--- src/rtl/lut_interp_if.sv ---
// lut_interp_if -- handshake and LUT bus of the lut_interp interpolator.
//
// Signals:
//   in_valid / in_ready / in_data        upstream operand handshake
//   lut_address / lut_base / lut_next    activation LUT read port
//   out_valid / out_ready / out_data     downstream result handshake
// Modports:
//   slave  : the interpolator itself
//   master : the environment (upstream source, LUT and downstream sink)
interface lut_interp_if #(
  parameter int DATA_W = 8,
  parameter int ADDR_W = 4
);
  logic              in_valid;
  logic              in_ready;
  logic [DATA_W-1:0] in_data;
  logic [ADDR_W-1:0] lut_address;
  logic [DATA_W-1:0] lut_base;
  logic [DATA_W-1:0] lut_next;
  logic              out_valid;
  logic              out_ready;
  logic [DATA_W-1:0] out_data;

  modport slave (
    input  in_valid, in_data, lut_base, lut_next, out_ready,
    output in_ready, lut_address, out_valid, out_data
  );

  modport master (
    output in_valid, in_data, lut_base, lut_next, out_ready,
    input  in_ready, lut_address, out_valid, out_data
  );
endinterface

--- src/rtl/lut_interp.sv ---
// lut_interp -- four-stage piecewise-linear interpolator in front of an
// activation LUT. The signed operand is split into a table address (upper
// ADDR_W bits) and an unsigned fraction (lower FRAC_W bits); the result is
// base + (next - base) * frac / 2^FRAC_W.
//
// Ports:
//   clk   rising-edge clock
//   rst   synchronous, active-low reset
//   bus   lut_interp_if.slave: input handshake, LUT read port, output handshake
//
// Build option:
//   LUT_INTERP_ROUND_EN  defined   -> final shift rounds half up
//                        undefined -> final shift floors
//
// Stages: A (address/frac, drives lut_address), B (LUT data), C (product),
// D (output register). One global advance freezes all stages, bubbles
// included, while a result is waiting on out_ready.
module lut_interp #(
  parameter int DATA_W = 8,
  parameter int ADDR_W = 4
) (
  input logic         clk,
  input logic         rst,
  lut_interp_if.slave bus
);
  localparam int FRAC_W = DATA_W - ADDR_W;
  localparam int DIFF_W = DATA_W + 1;
  localparam int PROD_W = DATA_W + FRAC_W + 2;

`ifdef LUT_INTERP_ROUND_EN
  localparam logic [PROD_W-1:0] RND_C = {{(PROD_W-1){1'b0}}, 1'b1} << (FRAC_W - 1);
`endif

  // Stage registers and their next-state values
  logic              a_valid_q, a_valid_d;
  logic [ADDR_W-1:0] a_addr_q,  a_addr_d;
  logic [FRAC_W-1:0] a_frac_q,  a_frac_d;
  logic              b_valid_q, b_valid_d;
  logic [DATA_W-1:0] b_base_q,  b_base_d;
  logic [DATA_W-1:0] b_next_q,  b_next_d;
  logic [FRAC_W-1:0] b_frac_q,  b_frac_d;
  logic              c_valid_q, c_valid_d;
  logic [PROD_W-1:0] c_prod_q,  c_prod_d;
  logic [DATA_W-1:0] c_base_q,  c_base_d;
  logic              d_valid_q, d_valid_d;
  logic [DATA_W-1:0] d_data_q,  d_data_d;

  // Combinational datapath
  logic              adv;
  logic [DIFF_W-1:0] diff;
  logic [PROD_W-1:0] diff_x;
  logic [PROD_W-1:0] frac_x;
  logic [PROD_W-1:0] prod;
  logic [PROD_W-1:0] prod_adj;
  logic [PROD_W-1:0] prod_sh;
  logic [DATA_W-1:0] d_sum;
  logic              unused_prod_hi;

  // Global advance: the whole pipe moves unless a result is stuck downstream
  always_comb begin
    adv = ~d_valid_q | bus.out_ready;
  end

  // Stage C arithmetic: sign-extended difference times zero-extended fraction.
  // Both operands are widened to the product width, so the modular product
  // equals the signed product.
  always_comb begin
    diff   = {b_next_q[DATA_W-1], b_next_q} - {b_base_q[DATA_W-1], b_base_q};
    diff_x = {{(PROD_W-DIFF_W){diff[DIFF_W-1]}}, diff};
    frac_x = {{(PROD_W-FRAC_W){1'b0}}, b_frac_q};
    prod   = diff_x * frac_x;
  end

  // Stage D arithmetic: scale the product back down and add the base. The
  // scaled step never leaves the [base, next] range, so keeping only the low
  // DATA_W bits loses nothing.
  always_comb begin
`ifdef LUT_INTERP_ROUND_EN
    prod_adj = c_prod_q + RND_C;
`else
    prod_adj = c_prod_q;
`endif
    prod_sh        = $signed(prod_adj) >>> FRAC_W;
    d_sum          = c_base_q + prod_sh[DATA_W-1:0];
    unused_prod_hi = ^prod_sh[PROD_W-1:DATA_W];
  end

  // Next-state selection: shift every stage on advance, otherwise hold all
  always_comb begin
    if (adv) begin
      a_valid_d = bus.in_valid;
      a_addr_d  = bus.in_data[DATA_W-1:FRAC_W];
      a_frac_d  = bus.in_data[FRAC_W-1:0];
      b_valid_d = a_valid_q;
      b_base_d  = bus.lut_base;
      b_next_d  = bus.lut_next;
      b_frac_d  = a_frac_q;
      c_valid_d = b_valid_q;
      c_prod_d  = prod;
      c_base_d  = b_base_q;
      d_valid_d = c_valid_q;
      d_data_d  = d_sum;
    end else begin
      a_valid_d = a_valid_q;
      a_addr_d  = a_addr_q;
      a_frac_d  = a_frac_q;
      b_valid_d = b_valid_q;
      b_base_d  = b_base_q;
      b_next_d  = b_next_q;
      b_frac_d  = b_frac_q;
      c_valid_d = c_valid_q;
      c_prod_d  = c_prod_q;
      c_base_d  = c_base_q;
      d_valid_d = d_valid_q;
      d_data_d  = d_data_q;
    end
  end

  // Pipeline registers; reset wins over any handshake on the same edge
  always_ff @(posedge clk) begin
    if (!rst) begin
      a_valid_q <= 1'b0;
      a_addr_q  <= {ADDR_W{1'b0}};
      a_frac_q  <= {FRAC_W{1'b0}};
      b_valid_q <= 1'b0;
      b_base_q  <= {DATA_W{1'b0}};
      b_next_q  <= {DATA_W{1'b0}};
      b_frac_q  <= {FRAC_W{1'b0}};
      c_valid_q <= 1'b0;
      c_prod_q  <= {PROD_W{1'b0}};
      c_base_q  <= {DATA_W{1'b0}};
      d_valid_q <= 1'b0;
      d_data_q  <= {DATA_W{1'b0}};
    end else begin
      a_valid_q <= a_valid_d;
      a_addr_q  <= a_addr_d;
      a_frac_q  <= a_frac_d;
      b_valid_q <= b_valid_d;
      b_base_q  <= b_base_d;
      b_next_q  <= b_next_d;
      b_frac_q  <= b_frac_d;
      c_valid_q <= c_valid_d;
      c_prod_q  <= c_prod_d;
      c_base_q  <= c_base_d;
      d_valid_q <= d_valid_d;
      d_data_q  <= d_data_d;
    end
  end

  // in_ready is the only combinational input-to-output path
  assign bus.in_ready    = adv;
  assign bus.lut_address = a_addr_q;
  assign bus.out_valid   = d_valid_q;
  assign bus.out_data    = d_data_q;
endmodule
--- src/flat_wrapper.sv ---
// flat-port wrapper written by rule: the top's interface ports become plain ports
module lut_interp_flat 
#(
  parameter int DATA_W = 8,
  parameter int ADDR_W = 4
)
  (clk, rst, bus_in_valid, bus_in_data, bus_lut_base, bus_lut_next, bus_out_ready, bus_in_ready, bus_lut_address, bus_out_valid, bus_out_data);
  lut_interp_if #(.DATA_W(DATA_W), .ADDR_W(ADDR_W)) bus_i ();
  input logic clk;
  input logic rst;
  input wire logic [$bits(bus_i.in_valid)-1:0] bus_in_valid;
  input wire logic [$bits(bus_i.in_data)-1:0] bus_in_data;
  input wire logic [$bits(bus_i.lut_base)-1:0] bus_lut_base;
  input wire logic [$bits(bus_i.lut_next)-1:0] bus_lut_next;
  input wire logic [$bits(bus_i.out_ready)-1:0] bus_out_ready;
  output wire logic [$bits(bus_i.in_ready)-1:0] bus_in_ready;
  output wire logic [$bits(bus_i.lut_address)-1:0] bus_lut_address;
  output wire logic [$bits(bus_i.out_valid)-1:0] bus_out_valid;
  output wire logic [$bits(bus_i.out_data)-1:0] bus_out_data;
  assign bus_i.in_valid = bus_in_valid;
  assign bus_i.in_data = bus_in_data;
  assign bus_i.lut_base = bus_lut_base;
  assign bus_i.lut_next = bus_lut_next;
  assign bus_i.out_ready = bus_out_ready;
  assign bus_in_ready = bus_i.in_ready;
  assign bus_lut_address = bus_i.lut_address;
  assign bus_out_valid = bus_i.out_valid;
  assign bus_out_data = bus_i.out_data;
  lut_interp #(.DATA_W(DATA_W), .ADDR_W(ADDR_W)) u_core (.clk(clk), .rst(rst), .bus(bus_i));
endmodule
--- config.mk ---
export PLATFORM = sky130hd
export DESIGN_NAME = lut_interp_flat
export DESIGN_NICKNAME = d
export VERILOG_FILES = /design/src/rtl/lut_interp_if.sv /design/src/rtl/lut_interp.sv /design/src/flat_wrapper.sv
export SDC_FILE = /design/constraint.sdc
export NUM_CORES = 1
export LEC_CHECK = 0
export ABC_AREA = 1
export CORE_MARGIN = 3
export CORE_UTILIZATION = 50
export DETAILED_ROUTE_END_ITERATION = 10
export PLACE_DENSITY = 0.72
export SYNTH_ARGS = -nofsm -noshare
export SYNTH_HDL_FRONTEND = slang
export SYNTH_SLANG_ARGS = --single-unit
--- constraint.sdc ---
create_clock -name clk -period 10.4 [get_ports clk]
set_input_delay 1.56 -clock clk [delete_from_list [all_inputs] [get_ports clk]]
set_output_delay 1.56 -clock clk [all_outputs]
set_load 0.01 [all_outputs]
==> results of run 1 <==
## logic make-up after synthesis
kind of cell / after synthesis / share of synthesized area
AO/OA/AOI/OAI: 104 / 0.153
XOR/XNOR: 11 / 0.0258
adder cells (fa/ha/maj): 51 / 0.205
buffers and inverters: 114 / 0.117
flip-flops: 56 / 0.301
AND/OR/NAND/NOR: 180 / 0.198
## path summary, 6_finish.rpt
check                     startpoint                   to
setup / recovery       bus_out_ready         bus_in_ready
hold / removal    u_core.b_next_q[0]   u_core.b_next_q[0]
setup reg to reg  u_core.b_next_q[0]  u_core.c_prod_q[11]
hold reg to reg   u_core.b_next_q[0]   u_core.b_next_q[0]
## power by group through the flow
stage | combinational, mW | clock (mW) | sequential [mW]
6_report | 0.169 | 0.137 | 0.246
3_5_place_dp | 0.170 | 0 | 0.250
3_3_place_gp | 0.166 | 0 | 0.250
2_1_floorplan | 0.118 | 0 | 0.249
4_1_cts | 0.172 | 0.139 | 0.246
5_1_grt | 0.196 | 0.147 | 0.248
## metrics by stage
| step | instances | power (mW) | instance area [um2] | setup WS (ps) |
|---|---|---|---|---|
| after global placement | 635 | 0.416 | 4200 | 5380 |
| after CTS | 641 | 0.556 | 4300 | 5380 |
| after detailed placement | 635 | 0.420 | 4200 | 5380 |
| final | 641 | 0.552 | 4300 | 5370 |
| after floorplan | 516 | 0.367 | 3730 | 6300 |
| after global routing | 641 | 0.592 | 4300 | 5190 |
## sequential cells by signal, summed over array words and instances (netlist names), 4 cells and up
| register | flops |
|---|---|
| u_core.bus.out_data | 8 |
| u_core.a_frac_q | 4 |
| u_core.c_prod_q | 8 |
| u_core.b_next_q | 8 |
| u_core.b_frac_q | 4 |
| u_core.bus.lut_address | 4 |
| u_core.b_base_q | 8 |
| u_core.c_base_q | 8 |
## metal layers
layer | vias to the layer above | global-route usage | routed length (um)
li1 | 1680 | - | -
met2 | 53 | 0.326 | 3440
met5 | - | 0 | 0
met3 | 9 | 0.0301 | 240
met4 | 0 | 0.0495 | 111
met1 | 1417 | 0.281 | 3920
## cell usage in the layout, fill, tap and decap left out, drive strengths merged, types with 2 or more instances in the layout
| master | count |
|---|---|
| a21oi | 38 |
| buf | 2 |
| clkbuf | 5 |
| clkdlybuf4s50 | 41 |
| dfxtp | 56 |
| fa | 17 |
| ha | 34 |
| inv | 94 |
| nand2 | 73 |
| nand3 | 25 |
| nor2 | 77 |
| o211ai | 6 |
| o21ai | 51 |
| o21bai | 6 |
| or2 | 2 |
| xnor2 | 2 |
| xor2 | 9 |
## critical path: cells and delay by family
kind,cells,cell delay (ps)
buf+inv,3,1090
simple gates,1,810
## layout make-up
class,count,area (um2),share of cell area
multi-input cells,346,2180,0.507
clock buffers,5,68.8,0.0160
clock inverters,1,30.0,0.00699
repair buffers,43,425,0.0990
inverters,94,353,0.0821
well taps,96,120,0.0280
flip-flops and latches,56,1120,0.261
## synth_stat cells, drive strengths merged
cell	instances	area share
nand3b	1	0.0020
clkbuf	15	0.015
ha	34	0.11
nor3	1	0.0013
xor2	9	0.021
buf	5	0.0074
o21a	1	0.0020
o221ai	1	0.0023
xnor2	2	0.0047
o21ai	51	0.068
dfxtp	56	0.30
o211ai	6	0.012
a21oi	38	0.054
o21bai	6	0.012
fa	17	0.091
inv	94	0.095
nand3	25	0.034
or2	2	0.0034
nor2	77	0.078
nand4	1	0.0017
o2111ai	1	0.0023
nand2	73	0.078
==> impl_metrics.env, run 1 <==
export IMPL_p_clk_frac=0.248
export IMPL_max_freq_mhz=199
export IMPL_end_kind="output pin"
export IMPL_area_growth_pct=15.2
export IMPL_swShare=0.318
export IMPL_postCtsHoldBufs=0
export IMPL_drtAntennaViolNets=0
export IMPL_ir_drop_uv=97.7
export IMPL_core_region_area_um2=7020
export IMPL_ff2ff_path_depth=25
export IMPL_setup_viol_count_final=0
export IMPL_hold_path_class="reg -> reg"
export IMPL_start_util=0.531
export IMPL_worst_hold_slack_ps=466
export IMPL_postSynthNetCount=595
export IMPL_clock_root_buffer="clkbuf_8"
export IMPL_slew_violations=0
export IMPL_drt_iter0_drc=129
export IMPL_die_h_um=92.4
export IMPL_cap_violations=0
export IMPL_ys_ff_latch=56
export IMPL_whs_path_depth=2
export IMPL_syn_area_um2=3730
export IMPL_power_leakage_nw=2.25
export IMPL_rsz0062_at_grt="false"
export IMPL_portBuffers=41
export IMPL_crit_top_cell="clkdlybuf4s50_1"
export IMPL_outcome="finished, final reports clean"
export IMPL_insertedDiodeCount=0
export IMPL_p_per_area_nw_per_um2=128
export IMPL_rows=30
export IMPL_cp_start_kind="input pin"
export IMPL_dpl_hpwl_um=5930
export IMPL_drc=0
export IMPL_synth_cell_types=27
export IMPL_dieArea_um2=8530
export IMPL_numCtsBuffers=5
export IMPL_cts_resized=0
export IMPL_p_sw_mw=0.176
export IMPL_path_clk_slew_ps=100
export IMPL_wire_per_inst_um=12.0
export IMPL_intPower_mw=0.376
export IMPL_period_minus_slack_ps=5030
export IMPL_slowest_stage="nor2_4"
export IMPL_cp_max_fo=56
export IMPL_grt_total_usage=0.201
export IMPL_finalClockSkew_ps=5.95
export IMPL_utilization=0.612
export IMPL_post_cts_setup_buffers=0
export IMPL_drtPass1Iterations=4
export IMPL_yosys_warnings=0
export IMPL_clk_latency_ps=310
export IMPL_ys_seq_area_frac=0.301
export IMPL_r2r_setup_slack_ps=5790
export IMPL_antenna_found_initial=0
export IMPL_nNetsFinal=625
export IMPL_cts_buffer_depth=2
export IMPL_min_period_over_period=0.483
export IMPL_fp_dieW_um=92.4
export IMPL_p_seq_frac=0.445
export IMPL_cpPeakStageDelay_ps=810
export IMPL_viasPerCell=4.93
export IMPL_path_cells="clkdlybuf4s50_1 > nor2_4 > inv_1 > clkdlybuf4s50_1"
export IMPL_htreeDepth=2
export IMPL_grt_max_degree=57
export IMPL_grt_ovfl_total=0
export IMPL_cts_tree="done"
export IMPL_fin_tns_setup_ps=0
export IMPL_worst_slew_pin_transition_ps=1020
export IMPL_worstPathArrival_ps=3470
export IMPL_p_comb_frac=0.307
export IMPL_num_vias=3159
export IMPL_io_pins=42
export IMPL_cts_sinks=56
export IMPL_syn_inst=516
export IMPL_syn_avg_cell_area_um2=7.23
export IMPL_routed_wl_um=7720
export IMPL_fillers=647
export IMPL_critPathKind="in -> out"
export IMPL_drive_above_1_share=0.0385
export IMPL_crit_required_ps=8840
export IMPL_routabilityCongestion=0.828
export IMPL_hold_viol_final=0
export IMPL_slew_headroom=0.320
export IMPL_grt_pass1_wl_um=14100
export IMPL_grt_pass1_vias=3142
No activity file was read; power rests on OpenSTA's default activity.
==> inputs of run 2 (changes only) <==
==> constraint.sdc (replaced) <==
create_clock -name clk -period 4.8 [get_ports clk]
set_input_delay 0.72 -clock clk [delete_from_list [all_inputs] [get_ports clk]]
set_output_delay 0.72 -clock clk [all_outputs]
set_load 0.01 [all_outputs]
==> impl_metrics.env, run 2 (synthesis gave the netlist of run 1 again) <==
export IMPL_placed_area_um2=4210
export IMPL_path_clk_slew_ps=100
export IMPL_layout_commonest_cell="inv_1"
export IMPL_postCtsHoldBufs=0
export IMPL_start_util=0.531
export IMPL_antenna_found_initial=0
export IMPL_grt_max_degree=57
export IMPL_finalClockSkew_ps=14.2
export IMPL_crit_top_cell="inv_1"
export IMPL_viasPerCell=4.96
export IMPL_dieArea_um2=8530
export IMPL_crit_required_ps=5020
export IMPL_routabilityCongestion=0.927
export IMPL_cts_tree="done"
export IMPL_max_freq_mhz=229
export IMPL_grt_pass1_vias=3010
export IMPL_p_clk_frac=0.224
export IMPL_end_kind="flop"
export IMPL_ir_drop_uv=194
export IMPL_routed_wl_um=8060
export IMPL_critPathKind="reg -> reg"
export IMPL_period_minus_slack_ps=4370
export IMPL_io_pins=42
export IMPL_worst_slew_pin_transition_ps=535
export IMPL_rows=30
export IMPL_grt_ovfl_total=0
export IMPL_p_per_area_nw_per_um2=273
export IMPL_fp_dieW_um=92.4
export IMPL_utilization=0.624
export IMPL_worstPathArrival_ps=4590
export IMPL_cp_endpoint="u_core.c_prod_q[10]"
export IMPL_cp_depth=29
export IMPL_critical_path_buf_inv_count=8
export IMPL_reg2reg_from="u_core.b_next_q[0]"
export IMPL_min_period_over_period=0.911
export IMPL_cp_start_kind="flop"
export IMPL_intPower_mw=0.799
export IMPL_core_region_area_um2=7020
export IMPL_hold_start="u_core.b_next_q[0]"
export IMPL_mostFrequentLayoutCells="inv_1 (92), nor2_1 (76), nand2_1 (65)"
export IMPL_startpoint="u_core.b_next_q[0]"
export IMPL_regToRegEndpoint="u_core.c_prod_q[10]"
export IMPL_power_leakage_nw=2.26
export IMPL_drtPass1Iterations=4
export IMPL_ff2ff_path_depth=29
export IMPL_portBuffers=41
export IMPL_cts_buffer_depth=2
export IMPL_fin_tns_setup_ps=0
export IMPL_outcome="finished, final reports clean"
export IMPL_setup_viol_count_final=0
export IMPL_htreeDepth=2
export IMPL_fin_area_um2=4380
export IMPL_swShare=0.333
export IMPL_clk_latency_ps=310
export IMPL_drive_above_1_share=0.0652
export IMPL_drt_iter0_drc=98
export IMPL_grt_pass1_wl_um=13800
export IMPL_cp_max_fo=3
export IMPL_p_seq_frac=0.444
export IMPL_clock_root_buffer="clkbuf_8"
export IMPL_slew_headroom=0.643
export IMPL_area_growth_pct=17.5
export IMPL_cts_sinks=56
export IMPL_numCtsBuffers=5
export IMPL_slowest_stage="fa_1"
export IMPL_post_place_ws_ps=248
export IMPL_slew_violations=0
export IMPL_wire_per_inst_um=12.4
export IMPL_drc=0
export IMPL_cpPeakStageDelay_ps=560
export IMPL_insertedDiodeCount=0
export IMPL_crit_family="adder cells"
export IMPL_drtAntennaViolNets=0
export IMPL_p_comb_frac=0.332
export IMPL_dpl_hpwl_um=6050
export IMPL_total_power_mw=1.20
export IMPL_p_sw_mw=0.398
export IMPL_nNetsFinal=630
export IMPL_hold_viol_final=0
export IMPL_setup_ws_ps=429
export IMPL_grt_total_usage=0.198
export IMPL_hold_path_class="reg -> reg"
export IMPL_die_h_um=92.4
export IMPL_cap_violations=0
export IMPL_r2r_setup_slack_ps=430
export IMPL_num_vias=3215
## run 2: how the worst min path moves through the flow
stage / end / slack (ps) / depth (start not counted)
after CTS: u_core.b_next_q[0] / 480 / 2
after global routing: u_core.bus.lut_address[0] / 510 / 2
final: u_core.b_next_q[0] / 480 / 2
after detailed placement: u_core.b_next_q[0] / 460 / 2
after global placement: u_core.b_next_q[0] / 460 / 2
after floorplan: u_core.b_next_q[0] / 440 / 2
## run 2: area by class of cell
cell class                 count  area (um2)
tap                           96         120
clock inverter                 1        7.51
fill                         628        2640
sequential                    56        1120
inverter                      94         353
clock buffer                   7        86.3
timing repair buffer          48         463
multi-input combinational    346        2230
## run 2: through the flow
step | std cells | hold WS [ps]
floorplan | 516 | 435
global placement | 636 | 458
detailed placement | 636 | 460
CTS | 644 | 476
global route | 648 | 512
finish | 648 | 477
## run 2: worst reg2reg max path, delay by kind of cell, from the launching register on
kind	cells	cell delay, ps
AND/OR/NAND/NOR	14	1130
adder cells (fa/ha/maj)	6	2080
XOR/XNOR	1	220
buffers and inverters	8	530
flip-flops	1	320
## run 2: power by group through the flow
stage | sequential, mW | combinational (mW) | clock [mW]
detailed placement | 0.542 | 0.371 | 0
finish | 0.531 | 0.398 | 0.268
global route | 0.537 | 0.455 | 0.294
CTS | 0.531 | 0.376 | 0.278
global placement | 0.541 | 0.366 | 0
floorplan | 0.540 | 0.256 | 0
## run 2: routing by layer
layer | vias to the layer above | share of wire | GRT usage
met5 | - | 0 | 0
met4 | 0 | 0.016 | 0.0644
met3 | 11 | 0.042 | 0.0276
met2 | 65 | 0.45 | 0.315
met1 | 1447 | 0.50 | 0.278
li1 | 1692 | - | -
## run 2: what timing repair did
item / CTS / global route
buffers inserted: 0 / 4
gates resized for setup: 0 / 9
endpoints found under the setup margin: 0 / 4
